**src/rtl/instruction_fetch_unit_if.sv**
```systemverilog
// rtl/instruction_fetch_unit_if.sv - instruction memory request bus and decode-side instruction stream
interface instruction_fetch_unit_if;
  logic        imem_req;
  logic [31:0] imem_addr;
  logic        imem_valid;
  logic [31:0] imem_rdata;
  logic        inst_valid;
  logic [31:0] inst_data;
  logic [31:0] inst_pc;
  logic        inst_ready;

  modport master (
    output imem_req, imem_addr,
    input  imem_valid, imem_rdata,
    output inst_valid, inst_data, inst_pc,
    input  inst_ready
  );

  modport slave (
    input  imem_req, imem_addr,
    output imem_valid, imem_rdata,
    input  inst_valid, inst_data, inst_pc,
    output inst_ready
  );
endinterface

```
**src/rtl/instruction_fetch_unit.sv**
```systemverilog
// rtl/instruction_fetch_unit.sv - PC sequencer, fetch FSM and first-word-fall-through instruction buffer
// Optional end-of-program detection on all-zero/unknown words: define IFU_HALT_DETECT_EN.
module instruction_fetch_unit #(
  parameter logic [31:0] RESET_PC   = 32'h0000_0000,
  parameter int          FIFO_DEPTH = 2
) (
  input  logic                            clk,
  input  logic                            rst_n,
  instruction_fetch_unit_if.master        bus,
  input  logic                            redirect_valid,
  input  logic [31:0]                     redirect_pc,
  output logic                            halted,
  output logic                            fault
);
  localparam int            PW      = (FIFO_DEPTH > 1) ? $clog2(FIFO_DEPTH) : 1;
  localparam int            CW      = $clog2(FIFO_DEPTH + 1);
  localparam logic [CW-1:0] DEPTH_C = CW'(FIFO_DEPTH);
  localparam logic [CW-1:0] ONE_C   = CW'(1);
  localparam logic [PW-1:0] LAST_C  = PW'(FIFO_DEPTH - 1);

  typedef enum logic [1:0] {S_IDLE, S_WAIT, S_DROP, S_STOP} state_e;

  state_e        state_q, state_d;
  logic [31:0]   fetch_pc_q, fetch_pc_d;
  logic [CW-1:0] count_q, count_d;
  logic [PW-1:0] rd_ptr_q, rd_ptr_d;
  logic [PW-1:0] wr_ptr_q, wr_ptr_d;
  logic [31:0]   data_q [FIFO_DEPTH];
  logic [31:0]   data_d [FIFO_DEPTH];
  logic [31:0]   pc_q   [FIFO_DEPTH];
  logic [31:0]   pc_d   [FIFO_DEPTH];
  logic          halted_q, halted_d;
  logic          fault_q, fault_d;
  logic          head_valid;
  logic          push, pop, flush;
  logic          halt_word;

  function automatic logic [PW-1:0] ptr_inc(input logic [PW-1:0] p);
    return (p == LAST_C) ? '0 : p + PW'(1);
  endfunction

`ifdef IFU_HALT_DETECT_EN
  assign halt_word = (bus.imem_rdata == 32'h0) || ((^bus.imem_rdata) === 1'bx);
`else
  assign halt_word = 1'b0;
`endif

  assign head_valid = (count_q != '0);

  always_comb begin
    state_d    = state_q;
    fetch_pc_d = fetch_pc_q;
    halted_d   = halted_q;
    fault_d    = fault_q;
    push       = 1'b0;
    flush      = 1'b0;
    pop        = head_valid && bus.inst_ready;

    if (state_q != S_STOP && redirect_valid && redirect_pc[1:0] != 2'b00) begin
      fault_d = 1'b1;
      flush   = 1'b1;
      state_d = S_STOP;
    end else begin
      case (state_q)
        S_IDLE: begin
          if (redirect_valid) begin
            flush      = 1'b1;
            fetch_pc_d = redirect_pc;
          end else if (count_q < DEPTH_C) begin
            state_d = S_WAIT;
          end
        end
        S_WAIT: begin
          if (redirect_valid) begin
            flush      = 1'b1;
            fetch_pc_d = redirect_pc;
            state_d    = bus.imem_valid ? S_IDLE : S_DROP;
          end else if (bus.imem_valid) begin
            if (halt_word) begin
              halted_d = 1'b1;
              state_d  = S_STOP;
            end else begin
              push       = 1'b1;
              fetch_pc_d = fetch_pc_q + 32'd4;
            end
          end
        end
        S_DROP: begin
          // FIFO was flushed on entry, so a later redirect only retargets.
          if (redirect_valid) fetch_pc_d = redirect_pc;
          if (bus.imem_valid) state_d = S_IDLE;
        end
        default: ;
      endcase
    end

    count_d  = count_q;
    rd_ptr_d = rd_ptr_q;
    wr_ptr_d = wr_ptr_q;
    data_d   = data_q;
    pc_d     = pc_q;
    if (flush) begin
      count_d  = '0;
      rd_ptr_d = '0;
      wr_ptr_d = '0;
    end else begin
      if (push) begin
        data_d[wr_ptr_q] = bus.imem_rdata;
        pc_d[wr_ptr_q]   = fetch_pc_q;
        wr_ptr_d         = ptr_inc(wr_ptr_q);
      end
      if (pop) rd_ptr_d = ptr_inc(rd_ptr_q);
      if (push && !pop)      count_d = count_q + ONE_C;
      else if (pop && !push) count_d = count_q - ONE_C;
    end

    // Back-to-back issue only while a free slot can be reserved for the next word.
    if (push && count_d == DEPTH_C) state_d = S_IDLE;
  end

  always_ff @(posedge clk or negedge rst_n) begin
    if (!rst_n) begin
      state_q    <= S_IDLE;
      fetch_pc_q <= RESET_PC;
      count_q    <= '0;
      rd_ptr_q   <= '0;
      wr_ptr_q   <= '0;
      halted_q   <= 1'b0;
      fault_q    <= 1'b0;
      for (int i = 0; i < FIFO_DEPTH; i++) begin
        data_q[i] <= '0;
        pc_q[i]   <= '0;
      end
    end else begin
      state_q    <= state_d;
      fetch_pc_q <= fetch_pc_d;
      count_q    <= count_d;
      rd_ptr_q   <= rd_ptr_d;
      wr_ptr_q   <= wr_ptr_d;
      halted_q   <= halted_d;
      fault_q    <= fault_d;
      data_q     <= data_d;
      pc_q       <= pc_d;
    end
  end

  assign bus.imem_req   = (state_q == S_WAIT);
  assign bus.imem_addr  = fetch_pc_q;
  assign bus.inst_valid = head_valid;
  assign bus.inst_data  = head_valid ? data_q[rd_ptr_q] : 32'h0;
  assign bus.inst_pc    = head_valid ? pc_q[rd_ptr_q] : 32'h0;
  assign halted         = halted_q;
  assign fault          = fault_q;
endmodule

```
**src/flat_wrapper.sv**
```systemverilog
// flat-port wrapper written by rule: the top's interface ports become plain ports
module instruction_fetch_unit_flat 
#(
  parameter logic [31:0] RESET_PC   = 32'h0000_0000,
  parameter int          FIFO_DEPTH = 2
)
  (clk, rst_n, redirect_valid, redirect_pc, halted, fault, bus_imem_req, bus_imem_addr, bus_imem_valid, bus_imem_rdata, bus_inst_valid, bus_inst_data, bus_inst_pc, bus_inst_ready);
  instruction_fetch_unit_if bus_i ();
  input  logic clk;
  input  logic rst_n;
  input  logic redirect_valid;
  input  logic [31:0] redirect_pc;
  output logic halted;
  output logic fault;
  output wire logic [$bits(bus_i.imem_req)-1:0] bus_imem_req;
  output wire logic [$bits(bus_i.imem_addr)-1:0] bus_imem_addr;
  input wire logic [$bits(bus_i.imem_valid)-1:0] bus_imem_valid;
  input wire logic [$bits(bus_i.imem_rdata)-1:0] bus_imem_rdata;
  output wire logic [$bits(bus_i.inst_valid)-1:0] bus_inst_valid;
  output wire logic [$bits(bus_i.inst_data)-1:0] bus_inst_data;
  output wire logic [$bits(bus_i.inst_pc)-1:0] bus_inst_pc;
  input wire logic [$bits(bus_i.inst_ready)-1:0] bus_inst_ready;
  assign bus_imem_req = bus_i.imem_req;
  assign bus_imem_addr = bus_i.imem_addr;
  assign bus_i.imem_valid = bus_imem_valid;
  assign bus_i.imem_rdata = bus_imem_rdata;
  assign bus_inst_valid = bus_i.inst_valid;
  assign bus_inst_data = bus_i.inst_data;
  assign bus_inst_pc = bus_i.inst_pc;
  assign bus_i.inst_ready = bus_inst_ready;
  instruction_fetch_unit #(.RESET_PC(RESET_PC), .FIFO_DEPTH(FIFO_DEPTH)) u_core (.clk(clk), .rst_n(rst_n), .bus(bus_i), .redirect_valid(redirect_valid), .redirect_pc(redirect_pc), .halted(halted), .fault(fault));
endmodule
```
**config.mk**
```make
export PLATFORM = sky130hd
export DESIGN_NAME = instruction_fetch_unit_flat
export DESIGN_NICKNAME = d
export VERILOG_FILES = /design/src/rtl/instruction_fetch_unit_if.sv /design/src/rtl/instruction_fetch_unit.sv /design/src/flat_wrapper.sv
export SDC_FILE = /design/constraint.sdc
export NUM_CORES = 1
export LEC_CHECK = 0
export CORE_MARGIN = 8
export CORE_UTILIZATION = 47
export CTS_CLUSTER_DIAMETER = 30
export DETAILED_ROUTE_END_ITERATION = 10
export PLACE_DENSITY = 0.77
export SLEW_MARGIN = 25
export SYNTH_ARGS = -nofsm -noshare
export SYNTH_HDL_FRONTEND = slang
export SYNTH_SLANG_ARGS = --single-unit
```
**constraint.sdc**
```tcl
create_clock -name clk -period 1.7 [get_ports clk]
set_input_delay 0.255 -clock clk [delete_from_list [all_inputs] [get_ports clk]]
set_output_delay 0.255 -clock clk [all_outputs]
set_load 0.01 [all_outputs]
```
==> results.json <==
{
  "setup_viol": 228,
  "synth-seq-cells": 167,
  "ant_nets": 0,
  "antenna_found_initial": 0,
  "skew_ns": 0.0133,
  "clock.fmax_mhz": 477,
  "fin_crit_sh_pct": 123,
  "leakage_nw": 6.34,
  "io_pins": 169,
  "use_met2_pct": 44.1,
  "synth-edff-count": 0,
  "drtIter0Drc": 626,
  "placed_cells": 1150,
  "clockRootBuffer": "clkbuf_16",
  "synth_area_leaders": "dfrtp_1 51%, mux2_2 18%, mux2i_1 7.9%, nor2_1 3.8%, nand3_1 2.0%",
  "synth.most_common_cell": "dfrtp_1",
  "drt-total-wl_mm": 33.8,
  "dp_hpwl_mm": 15.6,
  "die_h_um": 148,
  "crit_type": "flip-flop to flip-flop",
  "reg2reg_from": "u_core.state_q[1]$_DFFE_PN0P_",
  "synthCells": 721,
  "syn-cell-area_um2": 8230,
  "tritoncts": "yes",
  "grt_pass1_wl_mm": 46.8,
  "grt-ovfl-total": 0,
  "vias_per_cell": 6.16,
  "yosys_warnings": 0,
  "arrival_ns": 2.46,
  "route.detailed.drc": 0,
  "final_nets": 1117,
  "drive_above_1_share_pct": 52.6,
  "rsz0062_at_grt": "yes",
  "yosys_most_used_dff": "dfrtp_1",
  "grt_use_met3_pct": 6.26,
  "violations": "setup timing",
  "vias": 7874,
  "synth_commonest_cells": "167 x dfrtp_1, 131 x mux2_2, 84 x nor2_1, 65 x mux2i_1, 33 x nand3_1",
  "fin_ws_ns": -0.398,
  "p_per_area_nw_per_um2": 1940,
  "clk-insertion-delay-late_ns": 0.44,
  "status": "finished, violations left",
  "worstReg2RegEnd": "u_core.bus.imem_addr[24]$_DFFE_PN0P_",
  "cp_max_fo": 8,
  "rrSetupSlack_ns": -0.40,
  "rows": 48,
  "insertedDiodeCount": 0,
  "grtUsageTotal_pct": 27.2,
  "tightestPinTransition_ns": 0.549,
  "syn_area_per_cell_um2": 11.4,
  "synth_top_area_share_pct": 50.8,
  "drv_cap": 0,
  "syn2layout_area_growth_pct": 67.7,
  "required_ns": 2.07,
  "path_clk_slew_ns": 0.07,
  "busiest_layer": "met2",
  "cts_buffers": 17,
  "met1_usage_pct": 34.4,
  "slew_headroom_pct": 63.2,
  "hp-class": "input pin to async pin",
  "synth_top_area_cell": "dfrtp_1",
  "holdWs_ns": 0.347,
  "ys_types": 52,
  "finalNonFillerCells": 1279,
  "portBuffers": 167,
  "place_congestion": 0.906,
  "die_w_um": 148,
  "min_period_ns": 2.10,
  "hold_violations": 0,
  "wl_per_cell_um": 26.4,
  "cts.sinks": 167,
  "die_area_um2": 22000,
  "start_util_pct": 47.8,
  "drt_pass1_iterations": 5,
  "grt_max_degree": 44,
  "end_kind": "flip-flop",
  "drv_slew": 0,
  "ir_worst_vdd_mv": 1.08,
  "reg2reg_depth": 10,
  "critPathLaunchType": "flip-flop",
  "htreeDepth": 4,
  "yosysSeqAreaShare_pct": 50.8,
  "clk_path_buf_depth": 2,
  "grt_pass1_vias": 8117,
  "ys_async_sr_fraction_pct": 100,
  "core_um2": 17200,
  "synth_nets": 797
}
[worst max-delay path: stages (launching register included)]
cell and delay (ns):
dfrtp_1 0.41, buf_6 0.14, buf_6 0.12, ha_4 0.17
nor3_4 0.28, buf_8 0.21, buf_12 0.13, buf_8 0.11
nor2_2 0.04, a31oi_1 0.22, o21a_1 0.19
[cells in the final DEF (no fill, tap or decap), types with 4 or more instances in the layout]
master and count:
o22ai_2 6, ha_4 6, clkinv_4 5, buf_6 34, nand3_2 8, a21oi_1 10
mux2i_1 51, o22a_1 4, a31oi_1 7, buf_8 11, o21ai_2 11, clkbuf_16 23
nand3_1 23, dfrtp_2 7, dlygate4sd2_1 25, a2bb2oi_2 9, and4_1 4, buf_16 13
mux2i_2 13, clkdlybuf4s50_1 73, o21ai_1 6, nand2_1 19, o21ai_0 5, buf_4 87
mux2_4 128, nand4_1 7, buf_2 60, a21oi_2 18, dfrtp_1 159, nand2_2 4
nor2_4 7, nor2_2 13, buf_12 37, and3_1 7, or3_1 4, nor2_1 64
inv_2 4
[metrics by stage]
| stage | util, % | TNS (ns) | setup WS (ns) | power [W] | instance area, µm² |
|---|---|---|---|---|---|
| after floorplan | - | -0.909 | -0.0839 | 0.0127 | 8500 |
| after global placement | 63.9 | -51.50 | -0.342 | 0.0174 | 11000 |
| after detailed placement | 63.9 | -54.35 | -0.390 | 0.0176 | 11000 |
| after global routing | 80.1 | -48.38 | -0.446 | 0.0278 | 13800 |
| after CTS | 77.1 | -32.18 | -0.234 | 0.0245 | 13300 |
| final | 80.1 | -40.62 | -0.398 | 0.0268 | 13800 |
[cell families after synthesis]
kind of cell,Yosys count,share of synthesized area (%)
compound gates,105,8.12
xor+xnor,1,0.106
fa+ha+maj,7,1.06
buf+inv,58,3.28
flops,167,50.8
mux,196,25.8
other cells,1,0.0455
simple gates,186,10.8
[metal layers]
layer / vias to the layer above / routed length [µm]
met4: 0 / 1550
met5: - / 0
met3: 140 / 2780
met2: 527 / 16300
li1: 3244 / -
met1: 3963 / 13200
[power by group]
group          switching [W]  leakage (nW)  internal (W)  total (W)
Clock                0.00171         0.266       0.00204    0.00375
Sequential           0.00149          2.03       0.00586    0.00735
Combinational        0.00712          4.04       0.00859     0.0157
Total                 0.0103          6.34        0.0165     0.0268
[area by class of cell]
class / count / area [µm²]
Clock buffer: 20 / 437
Clock inverter: 12 / 120
Fill cell: 924 / 3430
Inverter: 8 / 35.0
Multi-Input combinational cell: 498 / 5000
Sequential cell: 167 / 4190
Tap cell: 225 / 282
Timing Repair Buffer: 349 / 3730
[sequential cells by signal (all words and copies together), names as in the netlist]
name / cells
u_core.bus.imem_addr: 32
u_core.wr_ptr_q: 1
u_core.data_q: 64
u_core.count_q: 2
u_core.fault: 1
u_core.state_q: 2
u_core.rd_ptr_q: 1
u_core.pc_q: 64
[worst max-delay path by stage]
| stage | from | end | slack (ns) | cells past startpoint |
|---|---|---|---|---|
| after detailed placement | redirect_valid | u_core.bus.imem_addr[7]$_DFFE_PN0P_ | -0.39 | 7 |
| after floorplan | u_core.bus.imem_addr[2]$_DFFE_PN0P_ | u_core.bus.imem_addr[28]$_DFFE_PN0P_ | -0.08 | 8 |
| final | u_core.state_q[1]$_DFFE_PN0P_ | u_core.bus.imem_addr[24]$_DFFE_PN0P_ | -0.40 | 10 |
| after CTS | u_core.rd_ptr_q$_DFFE_PN0P_ | bus_inst_pc[29] | -0.23 | 5 |
| after global placement | redirect_valid | u_core.data_q[38]$_DFFE_PN0P_ | -0.34 | 6 |
| after global routing | u_core.state_q[1]$_DFFE_PN0P_ | u_core.bus.imem_addr[24]$_DFFE_PN0P_ | -0.45 | 10 |
[timing repair]
item	4_1_cts	5_1_grt
resized for setup	519	151
setup endpoints to repair	237	229
hold buffers	1	0
endpoints found under the hold margin	39	0
cloned	27	6
pin swaps	38	51
setup buffers	61	23
No activity file was read; power rests on OpenSTA's default activity.
==> RTL edit (config.mk and constraints unchanged) <==
`FIFO_DEPTH` is set to 2 in 2 places; all go to 4.
--- a/src/rtl/instruction_fetch_unit.sv
+++ b/src/rtl/instruction_fetch_unit.sv
@@ -2,7 +2,7 @@
 // Optional end-of-program detection on all-zero/unknown words: define IFU_HALT_DETECT_EN.
 module instruction_fetch_unit #(
   parameter logic [31:0] RESET_PC   = 32'h0000_0000,
-  parameter int          FIFO_DEPTH = 2
+  parameter int          FIFO_DEPTH = 4
 ) (
   input  logic                            clk,
   input  logic                            rst_n,
--- a/src/flat_wrapper.sv
+++ b/src/flat_wrapper.sv
@@ -2,7 +2,7 @@
 module instruction_fetch_unit_flat 
 #(
   parameter logic [31:0] RESET_PC   = 32'h0000_0000,
-  parameter int          FIFO_DEPTH = 2
+  parameter int          FIFO_DEPTH = 4
 )
   (clk, rst_n, redirect_valid, redirect_pc, halted, fault, bus_imem_req, bus_imem_addr, bus_imem_valid, bus_imem_rdata, bus_inst_valid, bus_inst_data, bus_inst_pc, bus_inst_ready);
   instruction_fetch_unit_if bus_i ();
Check against the original RTL: not settled (the Yosys comparison gave no result); the edit may change what the design does.
==> RTL edit against the unedited design <==
The flow still finishes with violations (negative setup slack). Sequential share of layout area is 1.8 points higher. Non-clock buffer count up 63. Sequential cell count up 131. Total power is 5.3% lower. Final cell count grew 49%. Design area rose by 68%. Routed wire length grew 66%. Global-route usage shrank 2.7 points. First-iteration DRC count rose by 74%. Worst setup slack worse by 0.42 ns. Area after synthesis up 73%. Critical path type is now reg2out.
==> RTL edit: results (changes against the unedited design) <==
- **clk buf depth** 3, was 2
- **post-synthesis share of cell area spent on full adders, half adders and majority gates** 1.227%, was 1.064%
- **Placed Cells** 1653, was 1150
- **headroom to the max-slew limit** 56.70%, was 63.25%
- **vias in the first global route** 12.20k, was 8117
- **H-Tree Depth** 3, was 4
- **combined global-route utilization of all metal layers** 24.48%, was 27.19%
- **global-route wire length before repair** 69900 µm, was 46820 µm
- **met1 global-route usage** 30.68%, was 34.43%
- **violated checks** negative setup slack, unchanged
- **maximum clock skew at final layout** 0.04278 ns, was 0.01331 ns
- **number of nets in the layout** 1540, was 1117
- **starting DRC count in detailed routing** 1088, was 626
- **fraction of synthesized cell area in xor and xnor cells** 0.06137%, was 0.1064%
- **Clk. pwr** 13.2 mW, was 3.75 mW
- **outcome** complete, but fails checks, unchanged
- **met3 track utilization from global routing** 5.761%, was 6.259%
- **final total negative setup slack** -112.58 ns, was -40.62 ns
- **clock power share** 52.1%, was 14.0%
- **largest voltage drop on the vdd net** 0.9370 mV, was 1.083 mV
- **net count after synthesis** 1133, was 797
- **number of failing setup endpoints in the final timing report** 365, was 228
- **cell types with the highest counts after synthesis** sky130_fd_sc_hd__dfrtp_1, sky130_fd_sc_hd__mux2_2, sky130_fd_sc_hd__and2_1, sky130_fd_sc_hd__mux4_2, sky130_fd_sc_hd__nand2_1, was sky130_fd_sc_hd__dfrtp_1, sky130_fd_sc_hd__mux2_2, sky130_fd_sc_hd__nor2_1, sky130_fd_sc_hd__mux2i_1, sky130_fd_sc_hd__nand3_1
- **DR WL met3** 5078 µm, was 2782 µm
- **worst stage delay on the critical path** 0.50 ns, was 0.41 ns
- **# resized after CTS** 504, was 519
- **Worst Slack Setup Final** -0.8164 ns, was -0.3985 ns
-- RTL edit: worst max-delay path by stage --
stage	from	endpoint	slack, ns	cells past startpoint
CTS	u_core.rd_ptr_q[0]	bus_inst_data[24]	-0.85	5
floorplan	u_core.state_q[1]	u_core.state_q[0]	-0.11	8
global route	u_core.rd_ptr_q[0]	bus_inst_pc[16]	-0.86	6
global placement	u_core.rd_ptr_q[0]	bus_inst_pc[2]	-0.51	4
detailed placement	u_core.rd_ptr_q[0]	bus_inst_pc[2]	-0.52	4
finish	u_core.rd_ptr_q[0]	bus_inst_pc[16]	-0.82	6
-- RTL edit: final cells by class --
class	instances	area (µm²)
Inverter	14	60.06
Multi-Input combinational cell	661	7861
Fill cell	1548	7029
Clock buffer	90	1928
Clock inverter	32	389.1
Sequential cell	298	7486
Timing Repair Buffer	412	5020
Tap cell	396	495.5
